### config.mk
export PLATFORM = sky130hd
export DESIGN_NAME = regfile_sb_flat
export DESIGN_NICKNAME = d
export VERILOG_FILES = /design/src/rtl/regfile_sb_if.sv /design/src/rtl/regfile_sb.sv /design/src/flat_wrapper.sv
export SDC_FILE = /design/constraint.sdc
export NUM_CORES = 2
export LEC_CHECK = 0
export BUFFER_PORTS_ARGS = -buffer_cell sky130_fd_sc_hd__buf_2
export CORE_MARGIN = 10
export CORE_UTILIZATION = 45
export DETAILED_ROUTE_END_ITERATION = 8
export MAX_ROUTING_LAYER = met4
export PLACE_DENSITY_LB_ADDON = 0.1
export SYNTH_ARGS = -nofsm -noshare
export SYNTH_HDL_FRONTEND = slang
export SYNTH_SLANG_ARGS = --single-unit
### constraint.sdc
create_clock -name clk -period 3.1 [get_ports clk]
set_clock_uncertainty 0.2 [all_clocks]
set_input_delay 0.31 -clock clk [delete_from_list [all_inputs] [get_ports clk]]
set_output_delay 0.31 -clock clk [all_outputs]
set_load 0.01 [all_outputs]
### src/rtl/regfile_sb_if.sv
// Register-file bus between ID (reads, issue) and WB (writeback).
// The slave side is the register file; the master side is the pipeline.
interface regfile_sb_if #(
    parameter int DATA_W = 32,
    parameter int ADDR_W = 5
);
    logic [ADDR_W-1:0] rd_addr1;
    logic [ADDR_W-1:0] rd_addr2;
    logic [DATA_W-1:0] rd_data1;
    logic [DATA_W-1:0] rd_data2;
    logic              rd_busy1;
    logic              rd_busy2;
    logic              wr_en;
    logic [ADDR_W-1:0] wr_addr;
    logic [DATA_W-1:0] wr_data;
    logic              iss_en;
    logic [ADDR_W-1:0] iss_addr;
    logic              iss_ready;
    logic              flush;
    logic              any_pending;

    // Issue handshake: an issue is accepted only on a cycle where iss_en and
    // iss_ready are both high; iss_en with iss_ready low is ignored and the
    // issuing stage must hold the instruction and retry.
    modport slave (
        input  rd_addr1, rd_addr2, wr_en, wr_addr, wr_data, iss_en, iss_addr, flush,
        output rd_data1, rd_data2, rd_busy1, rd_busy2, iss_ready, any_pending
    );

    modport master (
        output rd_addr1, rd_addr2, wr_en, wr_addr, wr_data, iss_en, iss_addr, flush,
        input  rd_data1, rd_data2, rd_busy1, rd_busy2, iss_ready, any_pending
    );
endinterface

### src/rtl/regfile_sb.sv
// Two-read/one-write register file with write-through bypass and a
// per-register in-flight write counter for RAW hazard detection.
module regfile_sb #(
    parameter int DATA_W   = 32,
    parameter int ADDR_W   = 5,
    parameter int ZERO_REG = 1,
    parameter int CNT_W    = 2
) (
    input  logic        clk,
    input  logic        rst_n,
    regfile_sb_if.slave bus
);
    localparam int              DEPTH   = 1 << ADDR_W;
    localparam logic [CNT_W-1:0] CNT_MAX = '1;

    logic [DATA_W-1:0] regs [DEPTH];
    logic [CNT_W-1:0]  cnt  [DEPTH];
    logic [DEPTH-1:0]  inc;
    logic [DEPTH-1:0]  dec;
    logic              wr_ok;
    logic              zero_rd1, zero_rd2, zero_iss;
    logic              byp1, byp2;
    logic [CNT_W-1:0]  iss_cnt;
    logic              iss_ok;
    logic              any_cnt;

    assign zero_rd1 = (ZERO_REG != 0) && (bus.rd_addr1 == '0);
    assign zero_rd2 = (ZERO_REG != 0) && (bus.rd_addr2 == '0);
    assign zero_iss = (ZERO_REG != 0) && (bus.iss_addr == '0);
    assign wr_ok    = bus.wr_en && !((ZERO_REG != 0) && (bus.wr_addr == '0));

    // Bypass is gated by rst_n so reads show zero while reset is held.
    assign byp1 = rst_n && wr_ok && (bus.wr_addr == bus.rd_addr1);
    assign byp2 = rst_n && wr_ok && (bus.wr_addr == bus.rd_addr2);

    assign bus.rd_data1 = zero_rd1 ? '0 : (byp1 ? bus.wr_data : regs[bus.rd_addr1]);
    assign bus.rd_data2 = zero_rd2 ? '0 : (byp2 ? bus.wr_data : regs[bus.rd_addr2]);

    // A writeback in the same cycle frees a slot, so a full counter can still accept.
    assign iss_cnt = cnt[bus.iss_addr];
    assign iss_ok  = zero_iss || (iss_cnt != CNT_MAX) ||
                     (bus.wr_en && (bus.wr_addr == bus.iss_addr) && (iss_cnt != '0));
    assign bus.iss_ready = iss_ok;

    always_comb begin
        inc     = '0;
        dec     = '0;
        any_cnt = 1'b0;
        for (int r = 0; r < DEPTH; r++) begin
            if (bus.wr_en && (bus.wr_addr == ADDR_W'(r)) && (cnt[r] != '0))
                dec[r] = 1'b1;
            if (bus.iss_en && iss_ok && (bus.iss_addr == ADDR_W'(r)) &&
                !((ZERO_REG != 0) && (r == 0)))
                inc[r] = 1'b1;
            if (cnt[r] != '0)
                any_cnt = 1'b1;
        end
    end

    // Busy reflects the count after this cycle's writeback retires.
    assign bus.rd_busy1    = (cnt[bus.rd_addr1] - CNT_W'(dec[bus.rd_addr1])) != '0;
    assign bus.rd_busy2    = (cnt[bus.rd_addr2] - CNT_W'(dec[bus.rd_addr2])) != '0;
    assign bus.any_pending = any_cnt;

    always_ff @(posedge clk or negedge rst_n) begin
        if (!rst_n) begin
            for (int r = 0; r < DEPTH; r++)
                regs[r] <= '0;
        end else if (wr_ok) begin
            regs[bus.wr_addr] <= bus.wr_data;
        end
    end

    always_ff @(posedge clk or negedge rst_n) begin
        if (!rst_n) begin
            for (int r = 0; r < DEPTH; r++)
                cnt[r] <= '0;
        end else if (bus.flush) begin
            for (int r = 0; r < DEPTH; r++)
                cnt[r] <= '0;
        end else begin
            for (int r = 0; r < DEPTH; r++) begin
                if ((ZERO_REG != 0) && (r == 0))
                    cnt[r] <= '0;
                else if (inc[r] && !dec[r])
                    cnt[r] <= cnt[r] + 1'b1;
                else if (dec[r] && !inc[r])
                    cnt[r] <= cnt[r] - 1'b1;
            end
        end
    end
endmodule

### src/flat_wrapper.sv
// flat-port wrapper written by rule: the top's interface ports become plain ports
module regfile_sb_flat 
#(
    parameter int DATA_W   = 32,
    parameter int ADDR_W   = 5,
    parameter int ZERO_REG = 1,
    parameter int CNT_W    = 2
)
  (clk, rst_n, bus_rd_addr1, bus_rd_addr2, bus_wr_en, bus_wr_addr, bus_wr_data, bus_iss_en, bus_iss_addr, bus_flush, bus_rd_data1, bus_rd_data2, bus_rd_busy1, bus_rd_busy2, bus_iss_ready, bus_any_pending);
  regfile_sb_if #(.DATA_W(DATA_W), .ADDR_W(ADDR_W)) bus_i ();
  input  logic clk;
  input  logic rst_n;
  input wire logic [$bits(bus_i.rd_addr1)-1:0] bus_rd_addr1;
  input wire logic [$bits(bus_i.rd_addr2)-1:0] bus_rd_addr2;
  input wire logic [$bits(bus_i.wr_en)-1:0] bus_wr_en;
  input wire logic [$bits(bus_i.wr_addr)-1:0] bus_wr_addr;
  input wire logic [$bits(bus_i.wr_data)-1:0] bus_wr_data;
  input wire logic [$bits(bus_i.iss_en)-1:0] bus_iss_en;
  input wire logic [$bits(bus_i.iss_addr)-1:0] bus_iss_addr;
  input wire logic [$bits(bus_i.flush)-1:0] bus_flush;
  output wire logic [$bits(bus_i.rd_data1)-1:0] bus_rd_data1;
  output wire logic [$bits(bus_i.rd_data2)-1:0] bus_rd_data2;
  output wire logic [$bits(bus_i.rd_busy1)-1:0] bus_rd_busy1;
  output wire logic [$bits(bus_i.rd_busy2)-1:0] bus_rd_busy2;
  output wire logic [$bits(bus_i.iss_ready)-1:0] bus_iss_ready;
  output wire logic [$bits(bus_i.any_pending)-1:0] bus_any_pending;
  assign bus_i.rd_addr1 = bus_rd_addr1;
  assign bus_i.rd_addr2 = bus_rd_addr2;
  assign bus_i.wr_en = bus_wr_en;
  assign bus_i.wr_addr = bus_wr_addr;
  assign bus_i.wr_data = bus_wr_data;
  assign bus_i.iss_en = bus_iss_en;
  assign bus_i.iss_addr = bus_iss_addr;
  assign bus_i.flush = bus_flush;
  assign bus_rd_data1 = bus_i.rd_data1;
  assign bus_rd_data2 = bus_i.rd_data2;
  assign bus_rd_busy1 = bus_i.rd_busy1;
  assign bus_rd_busy2 = bus_i.rd_busy2;
  assign bus_iss_ready = bus_i.iss_ready;
  assign bus_any_pending = bus_i.any_pending;
  regfile_sb #(.DATA_W(DATA_W), .ADDR_W(ADDR_W), .ZERO_REG(ZERO_REG), .CNT_W(CNT_W)) u_core (.clk(clk), .rst_n(rst_n), .bus(bus_i));
endmodule
==> impl_results.md <==
- Status: complete, but fails checks
- Drt total wl: 210000 um
- Setup slack after placement: -382 ps
- Most common cell after layout, fill and taps aside: dfrtp_1
- CTS max path bufs: 3
- Tmin final: 3500 ps
- Unrepaired setup endpoints after global routing: yes
- Max Fclk: 0.286 GHz
- Core Area: about 0.13 mm2
- Number of global-route vias before repair: 43100
- Fill count: 11000
- CTS Sinks: 1086
- First-pass GRT wire length: 309000 um
- Routed vias/inst: between 6 and 7
- Met1 Use GR: 38.4%
- ANT nets after route: 0
- Final setup vio count: 52
- Register area: 0.0272 mm2
- Relative slew slack: between 20% and 30%
- Initial Util: a little under half
- Post-Syn Instances: between 4000 and 5000
- Vias: 42500
- Final Net Count: 4857
- Layout area overhead: 18.6%
- CTS Root Cell: clkbuf_16
- Failing checks: setup timing
- 1st-iter DRT viols: 4433
- Max Slew Vio Count: 0
- Final Hold Fails: 0
- Number of I/O pins: roughly 130
- Sequential share of the synthesized area: 44.6%
- Power per cell area: 611 mW/mm2
- Most frequent cells in the layout: dfrtp_1 (1074), nand2_1 (825), mux2_2 (741)
- Met3 Track Usage GR: under 10%
- TritonCTS Buffers: 130
- Drt wl/cell: 31.5 um
- Total gr overflow: 0
- Total track usage: 28.5%
- Port Buffers: 124
- Largest net degree at the start of global routing: 167
- Worst path required time: 2590 ps
- Die Span X: 388 um
- Post-Synthesis Mean Instance Area: ~13 um2
- Worst-margin pin slew: around 1100 ps
- Routability cong.: 0.897
- Ys async rst share: 100%
- Max VDD drop: about 420 uV
- Worst r2r path cells: 9
- R2R Path Start: u_core.cnt[19]
- Synth Flop Type: dfrtp_1
- Worst EP arrival: 2990 ps
- Yosys warnings: 0
- DP Area: 0.0664 mm2
- Post-synth top area share: 44.6%
- CP Max Fanout: 6
- Post-synth EDFFs: 0
- Hold Crit Class: primary input to asynchronous set/reset pin
- First drt pass iteration count: 6
- Crit Path Category: flip-flop to output port
- Depth of the CTS H-tree: 4
- Drt drc: 0
- Cell taking the most area after synthesis: dfrtp_1
- Syn nets: about 4600
- Number of max-cap violations: 0
- Dominant cells by area after synthesis: dfrtp_1 (45%), mux4_2 (25%), mux2_2 (14%)
- Count of different cell masters after synthesis: 77
- Initial antenna violation count: 1
- R2R setup slack: 230 ps
- Die height: between 300 and 400 um
- Layout cells sized above 1: 48.1%
- Synth Register Bits: 1086
- Final period util: 113%
- Hpwl dp: 125000 um
- Final hold slack: about 83 ps
- Multi-input logic area: around 0.033 mm2
- Die area: roughly 0.15 mm2
- Met2 GRT Util: 43.8%
- Critical Path End Type: output port
- Later-pin clock latency in the skew report: 780 ps
- FF-to-FF End: u_core.cnt[15]
- CTS clk-pin slew, worst paths: ~60 ps
- Setup ws final: -396 ps
- Row cnt: 134
- Leak pwr: 31.9 nW
- Cell area after layout: 0.0723 mm2
- CP startpoint kind: flip-flop
- Gr busiest metal: met2
- Post-Syn Area: 0.0609 mm2
- CTS tree: built
-- cell families (layout without fill, tap and decap cells) --
| family | Yosys count | count (layout) | share of synthesized area [%] |
|---|---|---|---|
| compound gates | 243 | 243 | 2.99 |
| xor+xnor | 49 | 49 | 0.704 |
| buf+inv | 493 | 821 | 3.28 |
| flops | 1086 | 1086 | 44.6 |
| mux | 1508 | 1508 | 40.4 |
| other cells | 0 | 1 | 0 |
| simple gates | 1193 | 1193 | 8.07 |
-- Yosys cell counts (5+ instances only) --
master / n
nand2_1: 852
a21o_1: 5
clkbuf_1: 346
o21ai_0: 27
nor4_1: 14
inv_1: 7
nand4b_1: 10
mux2_2: 741
o21a_1: 5
and2_1: 19
nor2b_1: 11
dfrtp_1: 1086
buf_4: 5
buf_2: 92
o32ai_1: 9
nand2b_1: 11
o2111ai_1: 12
or3_1: 5
nor2_1: 196
nor3b_1: 5
nor3_1: 26
nand3_1: 7
mux4_2: 685
mux2i_1: 81
a211oi_2: 10
buf_1: 39
xor2_1: 21
a211oi_1: 70
a21oi_1: 45
xnor2_1: 28
nand4_1: 10
o31ai_1: 6
a22oi_1: 5
-- state kept, by name, indices dropped and copies added, names as in the netlist --
| name | count |
|---|---|
| u_core.cnt | 62 |
| u_core.regs | 1024 |
-- how the worst max path moves through the flow --
stage | startpoint | end
finish | u_core.cnt[30] | bus_rd_busy1
global route | u_core.cnt[36] | bus_rd_busy1
CTS | u_core.cnt[36] | bus_rd_busy1
detailed placement | bus_rd_addr1[0] | bus_rd_data1[12]
global placement | bus_rd_addr1[0] | bus_rd_data1[12]
floorplan | bus_rd_addr2[0] | bus_rd_busy2
-- metal layers --
layer | vias to the layer above | part of all wire (%) | wire length, um
met5 | - | 0 | 0
met2 | 1696 | 47 | 99100
met4 | 0 | 3.5 | 7280
li1 | 17500 | - | -
met3 | 395 | 7.3 | 15400
met1 | 22900 | 42 | 88200
-- metrics by stage --
step / std cells / setup TNS (ps) / utilization, % / power [mW]
2_1_floorplan: 4572 / 0 / - / 24.6
3_3_place_gp: 6367 / -2720 / 49.6 / 27.5
3_5_place_dp: 6367 / -2590 / 49.6 / 27.7
4_1_cts: 6647 / -6430 / 53.7 / 44.3
5_1_grt: 6669 / -7610 / 53.9 / 46.0
6_report: 6669 / -3220 / 53.9 / 44.2
-- critical path: stages, from the launching register on --
cell,delay [ps]
dfrtp_1,470
nor2_2,260
nor2_1,100
mux4_2,450
o31ai_1,390
o21ai_1,120
a21oi_2,230
buf_2,180
-- layout make-up --
type	count	area share, %
multi-input cells	2993	45.3
flip-flops and latches	1086	37.6
repair buffers	580	7.79
clock buffers	185	5.25
well taps	1768	3.06
clock inverters	47	0.956
inverters	9	0.0554
diodes	1	0.00346
-- report_power, final --
group	leakage, nW	total [mW]	internal, mW	switching, mW
registers	14.0	18.5	16.7	1.83
logic	15.7	9.48	5.71	3.77
clock network	2.21	16.2	9.79	6.37
total	31.9	44.2	32.2	12.0
-- timing repair --
action / CTS / global route
resized for setup: 120 / 40
pin swaps: 59 / 19
hold endpoints to repair: 1178 / 0
setup buffers: 24 / 22
endpoints found under the setup margin: 67 / 67
cloned: 0 / 1
hold buffers: 35 / 0
Power figures use the tool's default switching activity.
